## src/rtl/shared_counter_arbiter.sv

```systemverilog
// Round-robin arbiter that shares one up/down counter between NUM_REQ requesters.
// Optional macro SHARED_CNT_WRAP_EN: count wraps at the ends instead of saturating.
module shared_counter_arbiter #(
    parameter int WIDTH      = 8,
    parameter int NUM_REQ    = 4,
    parameter int INIT_VALUE = 0,
    localparam int ID_W      = (NUM_REQ > 1) ? $clog2(NUM_REQ) : 1
) (
    input  logic               clk,
    input  logic               rst,
    input  logic [NUM_REQ-1:0] req_valid,
    input  logic [NUM_REQ-1:0] req_dir,
    output logic [NUM_REQ-1:0] req_ready,
    input  logic               load_valid,
    input  logic [WIDTH-1:0]   load_value,
    output logic               load_ready,
    input  logic               hold,
    output logic               grant_valid,
    output logic [ID_W-1:0]    grant_id,
    output logic [WIDTH-1:0]   count,
    output logic               at_max,
    output logic               at_min,
    output logic               sat_pulse
);

    typedef enum logic [1:0] {
        ST_RUN,
        ST_SETTLE,
        ST_HOLD
    } state_t;

    state_t          state;
    state_t          state_next;
    logic [ID_W-1:0] ptr;
    logic [ID_W-1:0] ptr_next;
    logic [ID_W-1:0] cand;
    logic [ID_W-1:0] winner;
    logic            found;
    logic            accept;
    logic            win_dir;
    logic            blocked;

    // First valid requester at or above the pointer, wrapping past NUM_REQ-1.
    always_comb begin
        // NOTE: every always_comb output gets a default first so no path leaves it unassigned (no latch).
        found  = 1'b0;
        winner = '0;
        cand   = '0;
        for (int k = 0; k < NUM_REQ; k++) begin
            cand = ID_W'((int'(ptr) + k) % NUM_REQ);
            if (!found && req_valid[cand]) begin
                found  = 1'b1;
                winner = cand;
            end
        end
    end

    always_comb begin
        state_next = state;
        load_ready = 1'b0;
        req_ready  = '0;
        accept     = 1'b0;
        case (state)
            ST_RUN: begin
                if (hold) begin
                    state_next = ST_HOLD;
                end else if (load_valid) begin
                    load_ready = 1'b1;
                    state_next = ST_SETTLE;
                end else if (found) begin
                    accept    = 1'b1;
                    req_ready = NUM_REQ'(1) << winner;
                end
            end
            ST_SETTLE: state_next = hold ? ST_HOLD : ST_RUN;
            ST_HOLD:   state_next = hold ? ST_HOLD : ST_RUN;
            default:   state_next = ST_RUN;
        endcase
    end

    assign win_dir  = req_dir[winner];
    assign at_max   = &count;
    assign at_min   = ~|count;
    assign ptr_next = (winner == ID_W'(NUM_REQ - 1)) ? '0 : winner + 1'b1;

`ifdef SHARED_CNT_WRAP_EN
    assign blocked = 1'b0;
`else
    // A step past either end is swallowed and reported one cycle later.
    assign blocked = win_dir ? at_max : at_min;
`endif

    always_ff @(posedge clk or posedge rst) begin
        // NOTE: sequential state uses non-blocking assignments so every flop samples pre-edge values.
        if (rst) begin
            state <= ST_RUN;
        end else begin
            state <= state_next;
        end
    end

    always_ff @(posedge clk or posedge rst) begin
        if (rst) begin
            count       <= WIDTH'(INIT_VALUE);
            ptr         <= '0;
            grant_valid <= 1'b0;
            grant_id    <= '0;
            sat_pulse   <= 1'b0;
        end else begin
            grant_valid <= accept;
            sat_pulse   <= accept && blocked;
            if (accept) begin
                grant_id <= winner;
                ptr      <= ptr_next;
            end
            if (load_ready) begin
                count <= load_value;
            end else if (accept && !blocked) begin
                count <= win_dir ? count + 1'b1 : count - 1'b1;
            end
        end
    end

endmodule

```

## config.mk

```make
export PLATFORM = sky130hd
export DESIGN_NAME = shared_counter_arbiter
export DESIGN_NICKNAME = d
export VERILOG_FILES = /design/src/rtl/shared_counter_arbiter.sv
export SDC_FILE = /design/constraint.sdc
export NUM_CORES = 1
export LEC_CHECK = 0
export CAP_MARGIN = 5
export CORE_MARGIN = 2
export CORE_UTILIZATION = 50
export DETAILED_ROUTE_END_ITERATION = 10
export PLACE_DENSITY = 0.84
export SETUP_SLACK_MARGIN = 0.2
export SYNTH_ARGS = -nofsm -noshare
export SYNTH_HDL_FRONTEND = slang
export SYNTH_SLANG_ARGS = --single-unit
export TNS_END_PERCENT = 100
```

## constraint.sdc

```tcl
create_clock -name clk -period 6 [get_ports clk]
set_input_delay 1.2 -clock clk [delete_from_list [all_inputs] [get_ports clk]]
set_output_delay 1.2 -clock clk [all_outputs]
set_load 0.005 [all_outputs]
```

==> Word level (Yosys, flattened, before mapping) <==
Cells that the tools add are included.
{ "totals": {"reg_bits": 16, "input_bits": 20} }
{ "op_classes": {"addsub": 6, "n_lt_le_gt_ge": 5, "n_eq_ne": 4, "n_shift": 1, "muxes": 38, "n_reduce_logical": 15} }
{ "op_table": {"columns": ["cell", "count"], "rows": [
  ["8-bit 2-to-1 mux", 3],
  ["1-bit 2-to-1 mux", 17],
  ["2-bit 2-to-1 mux", 8],
  ["4-bit 2-to-1 mux", 4],
  ["2-bit by 3-bit < comparator with 1-bit output (second input constant)", 5],
  ["1-bit binary-select mux with 2-bit select", 5],
  ["8-bit by 1-bit adder with 8-bit output (second input constant)", 1],
  ["8-bit AND reduction", 1],
  ["8-bit OR reduction", 1],
  ["8-bit by 1-bit subtractor with 8-bit output (second input constant)", 1],
  ["1-bit logical AND", 5],
  ["1-bit zero test", 5],
  ["2-bit by 1-bit adder with 2-bit output (second input constant)", 2],
  ["2-bit adder (second input constant)", 2],
  ["2-bit == test (second input constant)", 2],
  ["2-bit one-hot mux with 2 select lines", 1],
  ["1-bit by 2-bit << shifter with 4-bit output (first input constant)", 1],
  ["3-bit inequality test (second input constant)", 1],
  ["2-bit by 1-bit == test with 1-bit output (second input constant)", 1],
  ["2-bit zero test", 1],
  ["2-bit nonzero test", 1],
  ["2-bit OR reduction", 1]
]} }

==> Longest topological paths before layout <==
Gate-level depths: netlist of the first run.
{ "depth": {"word_depth": 19, "ltp_mapped": 13, "ltp_nobuf": 11} }

==> Least setup slack after synthesis of the first run <==
OpenSTA, ideal clock, no wires.
{ "synth_timing": {"path_type": "input-to-reg", "startpoint": "input req_valid[3]", "endpoint": "register count[4]", "setup_time_ns": 0.136, "t_arrival_ns": 3.489, "setup_slack_ns": 2.375, "stages": 11, "n_path_buf": 1, "path_cell_list": "mux2i_1 -> o2bb2ai_2 -> nor2_2 -> mux4_2 -> buf_6 -> xnor2_1 -> ha_1 -> or4_1 -> mux2i_1 -> xnor2_1 -> a21oi_1"} }
{ "synth_via": {"elab_chain_cells": 18, "word_cells_on_any_way": 35, "classes_between": "26 x mux; 9 x reduce/logical"} }
{ "synth_lines": {"columns": ["item", "line_no", "rtl"], "rows": [
  ["from (decl)", "11", "input logic [NUM_REQ-1:0] req_valid,"],
  ["1-bit binary-select mux with 2-bit select", "51", "if (!found && req_valid[cand]) begin"],
  ["1-bit 2-to-1 mux (implied by the code)", "51", null],
  ["1-bit 2-to-1 mux", "51", null],
  ["1-bit zero test", "51", null],
  ["1-bit logical AND", "51", null],
  ["1-bit 2-to-1 mux", "51", null],
  ["1-bit zero test", "51", null],
  ["1-bit logical AND", "51", null],
  ["[3 not listed]", null, null],
  ["2-bit 2-to-1 mux (*)", "51", null],
  ["net winner[0]", "37", "logic [ID_W-1:0] winner;"],
  ["1-bit binary-select mux with 2-bit select (*)", "81", "assign win_dir = req_dir[winner];"],
  ["1-bit 2-to-1 mux (implied by the code) (*)", "81", null],
  ["1-bit 2-to-1 mux", "90", "assign blocked = win_dir ? at_max : at_min;"],
  ["1-bit zero test", "118", "end else if (accept && !blocked) begin"],
  ["1-bit logical AND", "118", null],
  ["2-bit nonzero test (no line)", null, null],
  ["to (signal assigned)", "104", "count <= WIDTH'(INIT_VALUE);"],
  ["to (signal assigned)", "117", "count <= load_value;"],
  ["to (signal assigned)", "119", "count <= win_dir ? count + 1'b1 : count - 1'b1;"],
  ["to (decl)", "20", "output logic [WIDTH-1:0] count,"]
]} }
Mark *: on every way through the listed nets, which the timed path passes. The rest lies on a longest branch. The select of a mux whose other input is x is not followed.
A chain may end at the register's enable or synchronous reset.

==> Worst setup path in the final report of the first run <==
{ "layout_timing": {"startpoint": "input req_valid[0]", "endpoint": "output req_ready[1]"} }
{ "layout_via": {"elab_chain_cells": 17, "word_cells_on_any_way": 27, "classes_between": "1 x shift; 20 x mux; 6 x reduce/logical"} }
{ "layout_lines": {"columns": ["item", "line_no", "rtl"], "rows": [
  ["1-bit binary-select mux with 2-bit select", "51", null],
  ["1-bit 2-to-1 mux (implied by the code)", "51", null],
  ["1-bit 2-to-1 mux", "51", null],
  ["1-bit zero test", "51", null],
  ["1-bit logical AND", "51", null],
  ["1-bit 2-to-1 mux", "51", null],
  ["1-bit zero test", "51", null],
  ["1-bit logical AND", "51", null],
  ["1-bit 2-to-1 mux", "51", null],
  ["1-bit zero test", "51", null],
  ["1-bit logical AND", "51", null],
  ["2-bit 2-to-1 mux", "51", null],
  ["1-bit by 2-bit << shifter with 4-bit output", "72", "req_ready = NUM_REQ'(1) << winner;"],
  ["4-bit 2-to-1 mux (*)", "70", "end else if (found) begin"],
  ["4-bit 2-to-1 mux (*)", "67", "end else if (load_valid) begin"],
  ["4-bit 2-to-1 mux (*)", "65", "if (hold) begin"],
  ["4-bit 2-to-1 mux (*)", "63", "case (state)"],
  ["to (decl)", "13", "output logic [NUM_REQ-1:0] req_ready,"]
]} }
Every way passes the cells marked *; elsewhere a longest branch is shown, timed or not. The select of a mux whose other input is x is not followed.

==> impl_metrics.env, run 1 <==
export IMPL_drv_cap=0
export IMPL_relSlewSlack=0.584
export IMPL_antenna_left=0
export IMPL_grt_pass1_wl_mm=5.04
export IMPL_yosys_top_cells_area="dfrtp_1 (32%), ha_1 (7.0%), nand2_1 (4.8%)"
export IMPL_nets=209
export IMPL_grt_max_degree=18
export IMPL_clock_path_buffers=2
export IMPL_wire_per_inst_um=14.4
export IMPL_register_area_um2=400
export IMPL_tightest_slew_ps=624
export IMPL_synth_edf_count=0
export IMPL_yosysWarnings=0
export IMPL_floorplan_initialDensity=0.517
export IMPL_viasPerCell=5.80
export IMPL_n_antenna_cell=0
export IMPL_synth_seq_cells=16
export IMPL_syn_area_mm2=0.00125
export IMPL_grt_use_total=0.235
export IMPL_cts_tree="built"
export IMPL_drc_errors=0
export IMPL_synth_area_mux_share=0.0853
export IMPL_finalSetupViolations=0
export IMPL_crit_arrival_ps=3550
export IMPL_cts_hold_buf=0
export IMPL_die_area_mm2=0.00291
export IMPL_startpoint_type="input port"
export IMPL_whs_ps=497
export IMPL_drt_iter0_markers=50
export IMPL_synth_top_cell_area_share=0.321
export IMPL_cts_sinks=16
export IMPL_drive_gt1_frac=0.0611
export IMPL_ios=39
export IMPL_finalWeightedCongestion=0.897
export IMPL_period_share=0.791
export IMPL_htree_levels=1
export IMPL_fin_skew_ps=3.24
export IMPL_cts_root_buf="clkbuf_4"
export IMPL_status="completed"
export IMPL_cts_buffers=3
export IMPL_rows=18
export IMPL_synth_fa_ha_area_frac=0.0703
export IMPL_drt_total_wl_mm=3.02
export IMPL_fill_cells=202
export IMPL_rr_startpoint="ptr[1]"
export IMPL_critPathLaunch="req_valid[0]"
export IMPL_rsz0062_at_grt="no"
export IMPL_synth_compound_area_frac=0.137
export IMPL_post_cts_setup_buffers=0
export IMPL_layout_cells_non_filler=210
export IMPL_async_flop_share=1.00
export IMPL_worstPathRequired_ps=4800
export IMPL_tns_ps=0
export IMPL_synthTopCellsByCount="dfrtp_1 (16), nand2_1 (16), nor2_1 (12), inv_1 (9)"
export IMPL_clkLatencyLatePin_ps=290
export IMPL_period_needed_ps=4750
export IMPL_p_per_area_mw_per_mm2=369
export IMPL_synth_simple_area_share=0.291
export IMPL_fp_dieH_um=53.9
export IMPL_ctsResizeCount=0
export IMPL_holdCritStartpoint="grant_id[0]"
export IMPL_via_count=1219
export IMPL_endpoint_kind="output pin"
export IMPL_areaGrowthSynthToFinish_pct=30.9
export IMPL_synth_top_family_by_area="simple AND/OR/NAND/NOR gates"
export IMPL_multi_input_area_um2=753
export IMPL_p_leak_nw=0.691
export IMPL_drv_slew=0
export IMPL_synth_ff_type="dfrtp_1"
export IMPL_drt_pass1_iterations=4
export IMPL_port_buffers=38
export IMPL_fin_util=0.677
export IMPL_synth_net_count=174
export IMPL_hpwl_mm=2.31
export IMPL_clkTransAtPathRegs_ps=90
export IMPL_grt_pass1_vias=1175
export IMPL_min_path_type="register to register"
export IMPL_final_hold_violation_count=0
export IMPL_grt_overflow_total=0
export IMPL_yosysTopAreaCell="dfrtp_1"
export IMPL_max_freq_mhz=211
export IMPL_antenna_found_initial=0
export IMPL_place_inst=207
export IMPL_ys_types=43
export IMPL_ys_seq_area_frac=0.321
export IMPL_vdd_drop_max_mv=0.251
export IMPL_syn_area_per_cell_um2=8.48
export IMPL_synth_xor_area_frac=0.0211
export IMPL_path_max_fanout=17
export IMPL_die_x_um=53.9
export IMPL_netlist_instances=147
export IMPL_worst_setup_path_type="input port to output pin"
export IMPL_core_area_mm2=0.00241
area by class of cell:
| class | instances | area share |
|---|---|---|
| clock buffers | 3 | 0.0138 |
| inverters | 10 | 0.0230 |
| multi-input cells | 113 | 0.462 |
| flip-flops and latches | 16 | 0.245 |
| well taps | 30 | 0.0230 |
| repair buffers | 38 | 0.233 |
layout by cell type (no fill, tap or decap), types with 5 or more instances in the layout:
cell type,count
nand2_1,16
and2_1,7
inv_1,9
mux2i_1,5
nand3_1,7
ha_1,7
clkdlybuf4s50_1,38
dfrtp_1,16
a21oi_1,7
nor2_1,12
sequential cells by signal (all words and copies together) (netlist names):
signal	cells
sat_pulse	1
count	8
grant_valid	1
ptr	2
state	2
grant_id	2
cells by family (layout without fill, tap and decap cells):
kind of cell	after synthesis	in the layout
adder cells (fa/ha/maj)	7	7
AO/OA/AOI/OAI	25	25
flip-flops	16	16
multiplexers	8	8
AND/OR/NAND/NOR	70	70
buffers and inverters	18	51
XOR/XNOR	3	3
layer usage:
| layer | vias up | wire, um | track usage |
|---|---|---|---|
| met5 | - | 0 | 0 |
| met2 | 69 | 1520 | 0.445 |
| met4 | 0 | 41 | 0.0726 |
| met3 | 5 | 241 | 0.0278 |
| li1 | 587 | - | - |
| met1 | 558 | 1220 | 0.270 |
stage by stage:
stage               total power [mW]  setup slack [ps]  area (um2)
floorplan                      0.424              2370        1250
global placement               0.527              1410        1610
detailed placement             0.543              1280        1610
CTS                            0.604              1270        1630
global route                   0.657              1110        1630
finish                         0.602              1250        1630
power breakdown:
| part | internal [mW] | total, mW | switching [mW] |
|---|---|---|---|
| clock | 0.0234 | 0.0582 | 0.0349 |
| combinational | 0.176 | 0.324 | 0.148 |
| sequential | 0.149 | 0.220 | 0.0712 |
| total | 0.349 | 0.602 | 0.254 |
critical path, cell delays in order:
cell and delay (ps):
clkdlybuf4s50_1 490, nor4_1 310, nand2b_1 520, inv_1 330
and2_1 250, clkdlybuf4s50_1 450
final timing paths:
path / slack (ps) / endpoint / cells after the start
max: 1250 / req_ready[1] / 6
min: 500 / grant_id[0] / 1
max reg2reg: 2750 / count[4] / 10
min reg2reg: 500 / grant_id[0] / 1
max in group asynchronous: 4320 / count[0] / 2
min in group asynchronous: 1280 / count[6] / 2
No activity file was read; power rests on OpenSTA's default activity.
==> run 2, diff against run 1 <==
- CORE_UTILIZATION: 50 -> 42
- PLACE_DENSITY: 0.84 -> 0.75
- clock period: 6 -> 3.9 ns (I/O delays scaled with it)
==> run 2 against run 1 <==
  * Clock skew is 2.2 ps higher
  * First-iteration DRC count up 8.0%
  * Die area grew 18%
  * Worst setup slack got worse by 830 ps
  * Core utilization shrank 7.4 points
  * Largest cell class unchanged
  * Critical endpoint is now req_ready[0]
  * Cell count up 2.9%
==> impl_metrics.env, run 2 (synthesis results as in run 1) <==
export IMPL_drive_gt1_frac=0.0865
export IMPL_cts_tree="built"
export IMPL_die_area_mm2=0.00342
export IMPL_final_hold_violation_count=0
export IMPL_viasPerCell=5.86
export IMPL_period_share=0.893
export IMPL_finalWeightedCongestion=0.782
export IMPL_drt_total_wl_mm=3.28
export IMPL_via_count=1266
export IMPL_critPathLaunch="req_valid[3]"
export IMPL_htree_levels=1
export IMPL_largest_reg_flops=8
export IMPL_core_area_mm2=0.00278
export IMPL_crit_path_max_incr_delay_ps=550
export IMPL_dp_slack_ps=145
export IMPL_cp_common_cell="clkdlybuf4s50_1"
export IMPL_busiest_layer="met2"
export IMPL_antenna_found_initial=0
export IMPL_finalWorstSetupSlack_ps=417
export IMPL_floorplan_initialDensity=0.448
export IMPL_rr_startpoint="ptr[1]"
export IMPL_worst_setup_path_type="input port to output pin"
export IMPL_max_freq_mhz=287
export IMPL_grt_met1_usage=0.223
export IMPL_min_path_type="register to register"
export IMPL_finalSetupViolations=0
export IMPL_ios=39
export IMPL_ctsResizeCount=0
export IMPL_die_x_um=58.5
export IMPL_cts_root_buf="clkbuf_4"
export IMPL_rows=19
export IMPL_clkLatencyLatePin_ps=280
export IMPL_startpoint_type="input port"
export IMPL_status="completed"
export IMPL_final_cell_mix="clkdlybuf4s50_1 (38), nand2_1 (16), dfrtp_1 (16)"
export IMPL_grt_pass1_wl_mm=5.58
export IMPL_grt_overflow_total=0
export IMPL_grt_max_degree=17
export IMPL_relSlewSlack=0.564
export IMPL_hpwl_mm=2.43
export IMPL_clock_path_buffers=2
export IMPL_crit_arrival_ps=2700
export IMPL_drt_iter0_markers=54
export IMPL_areaGrowthSynthToFinish_pct=34.5
export IMPL_port_buffers=38
export IMPL_fp_dieH_um=58.5
export IMPL_holdCritStartpoint="grant_id[0]"
export IMPL_rsz0062_at_grt="no"
export IMPL_tightest_slew_ps=654
export IMPL_grt_util_met3=0.0264
export IMPL_fin_util=0.603
export IMPL_period_needed_ps=3480
export IMPL_drt_pass1_iterations=4
export IMPL_wire_per_inst_um=15.2
export IMPL_antenna_left=0
export IMPL_regMostFlops="count"
export IMPL_path_max_fanout=6
export IMPL_n_antenna_cell=0
export IMPL_slowest_stage="clkdlybuf4s50_1"
export IMPL_layout_commonest_cell="clkdlybuf4s50_1"
export IMPL_p_leak_nw=0.717
export IMPL_p_per_area_mw_per_mm2=587
export IMPL_cts_buffers=3
export IMPL_grt_pass1_vias=1357
export IMPL_fill_cells=256
export IMPL_clkTransAtPathRegs_ps=100
export IMPL_drv_cap=0
export IMPL_endpoint_kind="output pin"
export IMPL_use_met2=0.387
export IMPL_fin_skew_ps=5.44
export IMPL_tns_ps=0
export IMPL_drc_errors=0
export IMPL_vdd_drop_max_mv=0.357
export IMPL_path_cells="clkdlybuf4s50_1 -> mux2i_1 -> o2bb2ai_2 -> nor2_2 -> inv_1 -> ha_1 -> and2_1 -> clkdlybuf4s50_1"
export IMPL_drv_slew=0
export IMPL_worstPathRequired_ps=3120
export IMPL_cts_sinks=16
export IMPL_nets=213
export IMPL_grt_use_total=0.206
==> run 2: cell count changes in the layout (fill, tap and decap cells not counted), sizes merged <==
cell / previous run / this run
clkbuf: 3 / 4
buf: 0 / 4
==> run 2: timing repair <==
action | in CTS | in global routing
setup endpoints to repair | 0 | 4
hold buffers | 0 | 0
endpoints found under the hold margin | 0 | 0
setup buffers | 0 | 1
==> run 2: per-layer routing <==
layer,vias to the layer above,routed length [um]
li1,595,-
met1,601,1340
met2,68,1670
met3,2,234
met4,0,27
met5,-,0
==> run 2: report_power, final <==
group	internal, mW	total [mW]	switching (mW)
logic	0.290	0.527	0.238
registers	0.229	0.344	0.116
clock network	0.0567	0.113	0.0562
total	0.575	0.984	0.409
==> run 2: path summary, 6_finish.rpt <==
kind | depth (start not counted) | to | slack [ps]
max | 8 | req_ready[0] | 420
min | 1 | grant_id[0] | 500
max reg2reg | 10 | count[4] | 950
min reg2reg | 1 | grant_id[0] | 500
max in group asynchronous | 2 | count[3] | 2610
min in group asynchronous | 2 | ptr[1] | 870
==> run 2: area by class of cell <==
cell class | count | area [um2] | share of cell area
Clock buffer | 4 | 36.3 | 0.0216
Inverter | 10 | 37.5 | 0.0224
Multi-Input combinational cell | 113 | 753 | 0.449
Sequential cell | 16 | 400 | 0.239
Tap cell | 31 | 38.8 | 0.0231
Timing Repair Buffer | 42 | 410 | 0.245
==> run 2: metrics by stage <==
stage | power [mW] | std cells | cell area, um2 | hold WS, ps
2_1_floorplan | 0.653 | 147 | 1250 | 465
4_1_cts | 0.978 | 215 | 1670 | 501
5_1_grt | 1.06 | 216 | 1680 | 539
6_report | 0.984 | 216 | 1680 | 503
3_5_place_dp | 0.861 | 211 | 1630 | 473
3_3_place_gp | 0.830 | 211 | 1630 | 466
==> run 2: worst max-delay path: cells and delay by family <==
family          cells  cell delay [ps]
fa+ha+maj           1              200
compound gates      1              150
buf+inv             3             1100
mux                 1              130
simple gates        2              340
